### src/rtl/reg_dump_unit.sv
// Register-file dump engine: halts the core, then streams every register
// word (index 0 forced to zero) out over a valid/ready port.
module reg_dump_unit #(
  parameter int NUM_REGS = 32,
  parameter int DATA_W   = 32
) (
  input  logic              clk,
  input  logic              rst,
  input  logic              start,
  output logic              halt_req,
  input  logic              halt_ack,
  output logic [4:0]        rf_raddr,
  input  logic [DATA_W-1:0] rf_rdata,
  output logic              dout_valid,
  input  logic              dout_ready,
  output logic [DATA_W-1:0] dout_data,
  output logic [4:0]        dout_idx,
  output logic              dout_last,
  output logic              busy,
  output logic              done
);

  typedef enum logic [2:0] {IDLE, HALT, READ, SEND, DONE} state_t;

  localparam logic [4:0] LAST_IDX = 5'(NUM_REGS - 1);

  state_t     state;
  logic [4:0] index;

  // Every output is registered; each state transition also loads the output
  // values that the destination state must present.
  always_ff @(posedge clk) begin
    if (rst) begin
      state      <= IDLE;
      index      <= 5'd0;
      halt_req   <= 1'b0;
      rf_raddr   <= 5'd0;
      dout_valid <= 1'b0;
      dout_data  <= '0;
      dout_idx   <= 5'd0;
      dout_last  <= 1'b0;
      busy       <= 1'b0;
      done       <= 1'b0;
    end else begin
      case (state)
        IDLE: begin
          if (start) begin
            state    <= HALT;
            index    <= 5'd0;
            halt_req <= 1'b1;
            busy     <= 1'b1;
          end
        end
        HALT: begin
          if (halt_ack) begin
            state    <= READ;
            rf_raddr <= index;
          end
        end
        READ: begin
          dout_data  <= (index == 5'd0) ? '0 : rf_rdata;
          dout_idx   <= index;
          dout_last  <= (index == LAST_IDX);
          dout_valid <= 1'b1;
          rf_raddr   <= 5'd0;
          state      <= SEND;
        end
        SEND: begin
          // Word, index and last flag stay frozen until the sink takes them.
          if (dout_ready) begin
            dout_valid <= 1'b0;
            dout_last  <= 1'b0;
            if (index == LAST_IDX) begin
              state <= DONE;
              done  <= 1'b1;
            end else begin
              index    <= index + 5'd1;
              rf_raddr <= index + 5'd1;
              state    <= READ;
            end
          end
        end
        DONE: begin
          done     <= 1'b0;
          halt_req <= 1'b0;
          busy     <= 1'b0;
          state    <= IDLE;
        end
        default: begin
          state      <= IDLE;
          index      <= 5'd0;
          halt_req   <= 1'b0;
          rf_raddr   <= 5'd0;
          dout_valid <= 1'b0;
          dout_last  <= 1'b0;
          busy       <= 1'b0;
          done       <= 1'b0;
        end
      endcase
    end
  end

endmodule

### config.mk
export PLATFORM = sky130hd
export DESIGN_NAME = reg_dump_unit
export DESIGN_NICKNAME = d
export VERILOG_FILES = /design/src/rtl/reg_dump_unit.sv
export SDC_FILE = /design/constraint.sdc
export NUM_CORES = 1
export LEC_CHECK = 0
export CAP_MARGIN = 20
export CORE_AREA = 5 5 70 97
export DETAILED_ROUTE_END_ITERATION = 10
export DIE_AREA = 0 0 75 102
export PLACE_DENSITY = 0.74
export SLEW_MARGIN = 20
export SYNTH_ARGS = -nofsm -noshare
export SYNTH_HDL_FRONTEND = slang
export SYNTH_SLANG_ARGS = --single-unit
### constraint.sdc
create_clock -name clk -period 2.1 [get_ports clk]
set_clock_uncertainty 0.15 [all_clocks]
set_input_delay 0.315 -clock clk [delete_from_list [all_inputs] [get_ports clk]]
set_output_delay 0.315 -clock clk [all_outputs]
set_load 0.1 [all_outputs]
## After elaboration in Yosys (flattened, before gate mapping)

Index checks and enable logic that the tools add are counted.

- Register bits after elaboration: 54
- Latch bits: 0
- RAM bits: 0
- ROM bits: 0
- Input bits: 37
- Output and inout port bits: 47
- Word-level logic and storage cells: 58
- Memories: 0

- Add/sub/neg operators: 1
- $mul: 0
- Divide/modulo/power cells: 0
- $lt $le $gt $ge: 0
- Eq/ne operators: 10
- Shift operators: 0
- Multiplexer cells: 20
- Bitwise gates (word level): 5
- Reduce and logical (&&, ||, !) cells: 13

Operators with widths:

| operator | count |
|---|---|
| $mux W32 | 1 |
| $pmux W5 S3 | 2 |
| $mux W5 | 4 |
| $mux W3 | 4 |
| $pmux W3 S4 | 1 |
| $reduce_or A3 Y1 | 4 |
| $ne A2 B2 Y1 const B | 5 |
| $reduce_and A4 Y1 | 2 |
| $eq A3 B2 Y1 const B | 2 |
| $pmux W1 S3 | 2 |
| $reduce_and A3 Y1 | 2 |
| $add A5 B1 Y5 const B | 1 |
| $eq A5 B5 Y1 const B | 1 |
| $logic_not A5 Y1 | 1 |
| $not A1 Y1 | 5 |
| $mux W1 | 4 |
| $pmux W1 S2 | 2 |
| $reduce_and A2 Y1 | 2 |
| $eq A3 B1 Y1 const B | 1 |
| $eq A3 B3 Y1 const B | 1 |
| $logic_not A3 Y1 | 1 |
| $reduce_or A2 Y1 | 1 |

## Depth between registers and ports, before layout

- Word-level depth: 4
- Mapped depth: 7
- Depth with buffers taken out: 7

## Worst setup path after synthesis

OpenSTA, ideal clock, no wires.

- Path kind: reg2reg
- From: register index[0]
- To: register rf_raddr[0]
- Setup time: 0.070 ns
- Arrival: 1.820 ns
- Required time: 1.880 ns
- Setup slack: 0.060 ns
- Cell stages (with the launch flop): 8
- Path buffers: 0
- Clock period less this slack: 2.040 ns
- Cell sequence: dfxtp_1 > ha_1 > and3_1 > ha_1 > nor2b_1 > o22ai_2 > or3_1 > a21oi_1

- Cells in the longest elaborated chain, start to end: 4
- Elaborated cells between the ends (all ways): 8
- Classes of those cells: 1 x add/sub; 2 x eq/ne; 4 x mux; 1 x reduce/logical

RTL lines:

| item | line | text |
|---|---|---|
| from (decl) | 28 | `logic [4:0] index;` |
| from (signal assigned) | 77 | `index <= index + 5'd1;` |
| $add A5 B1 Y5 | 78 | `rf_raddr <= index + 5'd1;` |
| $mux W5 | 73 | `if (index == LAST_IDX) begin` |
| $mux W5 | 70 | `if (dout_ready) begin` |
| $pmux W5 S3 | 45 | `case (state)` |
| to (signal assigned) | 57 | `rf_raddr <= index;` |
| to (signal assigned) | 78 |  |
| to (decl) | 12 | `output logic [4:0] rf_raddr,` |

Several ways; a longest one is shown, not always the timed one. The select of a mux whose other input is x is not followed.
A chain may end at the register's enable or synchronous reset.

## Worst setup path in the final report

Ends and elaborated chain as after synthesis.

==> summary.md <==
| Metric | Value |
|---|---|
| Status | `finished clean` |
| Area occupied by registers | `1081 um^2` |
| Final Cell Area | `3118 um^2` |
| IO buf count | `83` |
| Async SR Flop Fraction | `0%` |
| Worst path slowest cell | `or3_1` |
| Reg2reg end | `rf_raddr[0]$_SDFFE_PP0P_` |
| Sequential area share after synthesis | `49.06%` |
| Mean Syn Cell Area | `9.181 um^2` |
| Slew HR | `59.51%` |
| R2R Path Start | `index[0]$_SDFFE_PP0P_` |
| Final setup viols | `0` |
| Gr ovfl total | `0` |
| Critical hold path startpoint | `rf_raddr[4]$_SDFFE_PP0P_` |
| # rows | `33` |
| Via density | `5.038` |
| Worst-Margin Slew | `0.6073 ns` |
| Post-DP Area | `2990 um^2` |
| CORE AREA | `5822 um^2` |
| Tmin final | `1.989 ns` |
| Top cells by count, synth | `54 x dfxtp_1, 47 x nor2_1, 32 x a22oi_1` |
| Power share of the combinational group | `17.2%` |
| Most frequent cell after synthesis | `dfxtp_1` |
| Crit path max-delay family | `simple AND/OR/NAND/NOR gates` |
| Pre-antenna DRT Iters | `4` |
| Die ar. | `7650 um^2` |
| Vias | `1995` |
| Htree depth | `2` |
| Average routed wire per standard cell | `14.04 um` |
| Worst EP required | `2.17 ns` |
| Final #Nets | `365` |
| Sw power | `550.4 uW` |
| Cts hold-fix bufs | `0` |
| First-pass GRT wire length | `9197 um` |
| Postcts setup bufs | `0` |
| Post-Synthesis Cells | `240` |
| Flops & latches, synth | `54` |
| Prevailing post-synth register cell | `dfxtp_1` |
| Hold Path End | `rf_raddr[4]$_SDFFE_PP0P_` |
| RSZ-0062 raised after global routing | `yes` |
| Final WL | `5559 um` |
| Area of the multi-input gates | `983.4 um^2` |
| Synth cell types | `38` |
| GRT Total Usage | `15.19%` |
| Peak VDD IR | `0.0004138 V` |
| Final period utilization | `94.70%` |
| Final Hold Viols | `0` |
| Die X-Extent | `75 um` |
| Detailed placement HPWL | `3960 um` |
| Most frequent CP cell | `ha_1` |
| Maximum clock path buffer count | `2` |
| Worst Path Max Fanout | `10` |
| ANT cells | `0` |
| Clk_lat worst skew | `0.30 ns` |
| Clock Power Share | `32.4%` |
| Share of the synthesized area in the top cell type | `49.06%` |
| Worst Hold Margin | `0.3068 ns` |
| Fillers | `524` |
| Int Pwr | `1527 uW` |
| Nature of the critical path endpoint | `register` |
| Leak | `0.001260 uW` |
| Final Slew Violations | `0` |
| Initial core utilization | `37.85%` |
| Max Cap Viol | `0` |
| Number of buffers and inverters on the critical path | `0` |
| Worst Reg-to-Reg Cells | `7` |
| Syn_nets | `280` |
| Hold Path Depth | `2` |
| Peak Freq | `502.8 MHz` |
| Number of DRC violations after detailed-routing iteration 0 | `106` |
| Ranking of synthesized cells by area | `dfxtp_1 49%, a22oi_1 11%, nor2_1 8.0%` |
| Count of antenna-violating nets left after detailed routing | `0` |
| Yosys warns | `0` |
| CP Launch Type | `register` |
| Worst EP arrival | `2.06 ns` |
| Largest net degree at the start of global routing | `40` |
| CTS Root Cell | `clkbuf_8` |
| Hold crit path type | `register to register` |
| Vias in the first global route | `2000` |
| Post-synth EDFFs | `0` |
| Die Y | `102 um` |
| R2R Setup Slk | `0.11 ns` |
| Setup CP Type | `register to register` |
| Placer congestion estimate | `0.7422` |
| Pwr/cell area | `666.4 nW/um^2` |
| Area leader, netlist | `dfxtp_1` |
| Initial antenna violation count | `0` |
| Worst path cell trace | `ha_1 > and3_1 > ha_1 > nor2b_2 > o22ai_4 > or3_1 > a21oi_1` |
| CTS tree | `built` |
| Flop pwr share | `50.3%` |
| Clk pin slew, worst setup/hold paths | `0.09 ns` |
| Layout cells sized above 1 | `22.39%` |
| DRC | `0` |
| Area growth from synthesis to layout | `41.51%` |
| Max incr delay on CP | `0.38 ns` |
| Synth Cell Area | `2203 um^2` |
| CTS Buf Count | `5` |
| Io pins | `84` |
| Switching fraction of total power | `26.49%` |
| CTS sink count | `54` |
logic make-up after synthesis:
kind of cell	count (synthesis)	share of synthesized area (%)
simple gates	84	18.06
compound gates	60	19.53
flops	54	49.06
buf+inv	29	7.268
mux	7	3.180
xor+xnor	3	1.193
fa+ha+maj	3	1.704
per-stage QoR:
stage	cells	worst slack [ns]	power [uW]	utilization [%]	TNS (ns)
2_1_floorplan	240	0.05987	1306	-	0
3_3_place_gp	387	0.08676	1418	51.36	0
3_5_place_dp	387	0.01157	1421	51.36	0
4_1_cts	396	0.02018	2092	53.30	0
5_1_grt	396	-0.06187	2170	53.56	-0.2353
6_report	396	0.1113	2078	53.56	0
per-layer routing:
| layer | GRT usage [%] | vias up | share of wire (%) |
|---|---|---|---|
| met5 | 0 | - | 0 |
| met4 | 5.342 | 0 | 1.7 |
| met3 | 4.626 | 7 | 7.4 |
| met2 | 26.11 | 55 | 51 |
| met1 | 17.54 | 922 | 40 |
| li1 | - | 1011 | - |
worst max-delay path by stage:
stage                          startpoint                         end  slack [ns]  cells after the start
floorplan           index[0]$_SDFFE_PP0P_    rf_raddr[0]$_SDFFE_PP0P_        0.06                      7
global placement    index[0]$_SDFFE_PP0P_  dout_data[17]$_SDFFE_PP0P_        0.09                      8
detailed placement  index[0]$_SDFFE_PP0P_   dout_data[9]$_SDFFE_PP0P_        0.01                      8
CTS                 index[0]$_SDFFE_PP0P_    rf_raddr[0]$_SDFFE_PP0P_        0.02                      7
global route        index[0]$_SDFFE_PP0P_       index[3]$_SDFFE_PP0P_       -0.06                      7
finish              index[0]$_SDFFE_PP0P_    rf_raddr[0]$_SDFFE_PP0P_        0.11                      7
registers in the layout, summed over array words and instances (netlist names), 3 cells and up:
register,count
state,3
dout_data,32
index,5
rf_raddr,5
dout_idx,5
timing repair:
action,in CTS,in global routing
resized for setup,0,3
hold endpoints to repair,0,0
pin swaps,1,0
endpoints found under the setup margin,2,25
gates cloned,1,0
power by group through the flow:
stage | logic, uW | registers, uW | clock network [uW]
after detailed placement | 350 | 1070 | 0
after global placement | 348 | 1070 | 0
after floorplan | 169 | 1140 | 0
final | 358 | 1050 | 674
after global routing | 386 | 1050 | 735
after CTS | 354 | 1050 | 692
worst register-to-register path, stage by stage (launching register included):
cell	delay (ns)
dfxtp_1	0.32
ha_1	0.20
and3_1	0.18
ha_1	0.20
nor2b_2	0.20
o22ai_4	0.14
or3_1	0.38
a21oi_1	0.15
layout by cell type, fill, tap and decap left out, types with 2 or more instances in the layout:
cell              n
clkbuf_8          5
nand2_1          10
xor2_1            2
ha_1              3
nand2b_1          2
inv_1             9
a22oi_1          32
mux2i_1           7
nor2_4            2
or3_1             5
buf_4            60
a21oi_1          11
o21ai_0           2
o21ai_1           2
dfxtp_1          54
a32oi_1           2
nand3b_1          4
o41ai_1           2
clkbuf_1          2
clkdlybuf4s50_1  35
nor4b_1           3
o21a_1            3
and3_1            2
nor3_1            4
nor2_1           47
layout make-up:
class | instances | share of cell area (%)
Clock inverter | 1 | 0.9631
Clock buffer | 7 | 2.448
Sequential cell | 54 | 34.67
Inverter | 9 | 1.083
Timing Repair Buffer | 97 | 26.48
Multi-Input combinational cell | 158 | 31.54
Tap cell | 70 | 2.809
No activity file was read; power rests on OpenSTA's default activity.
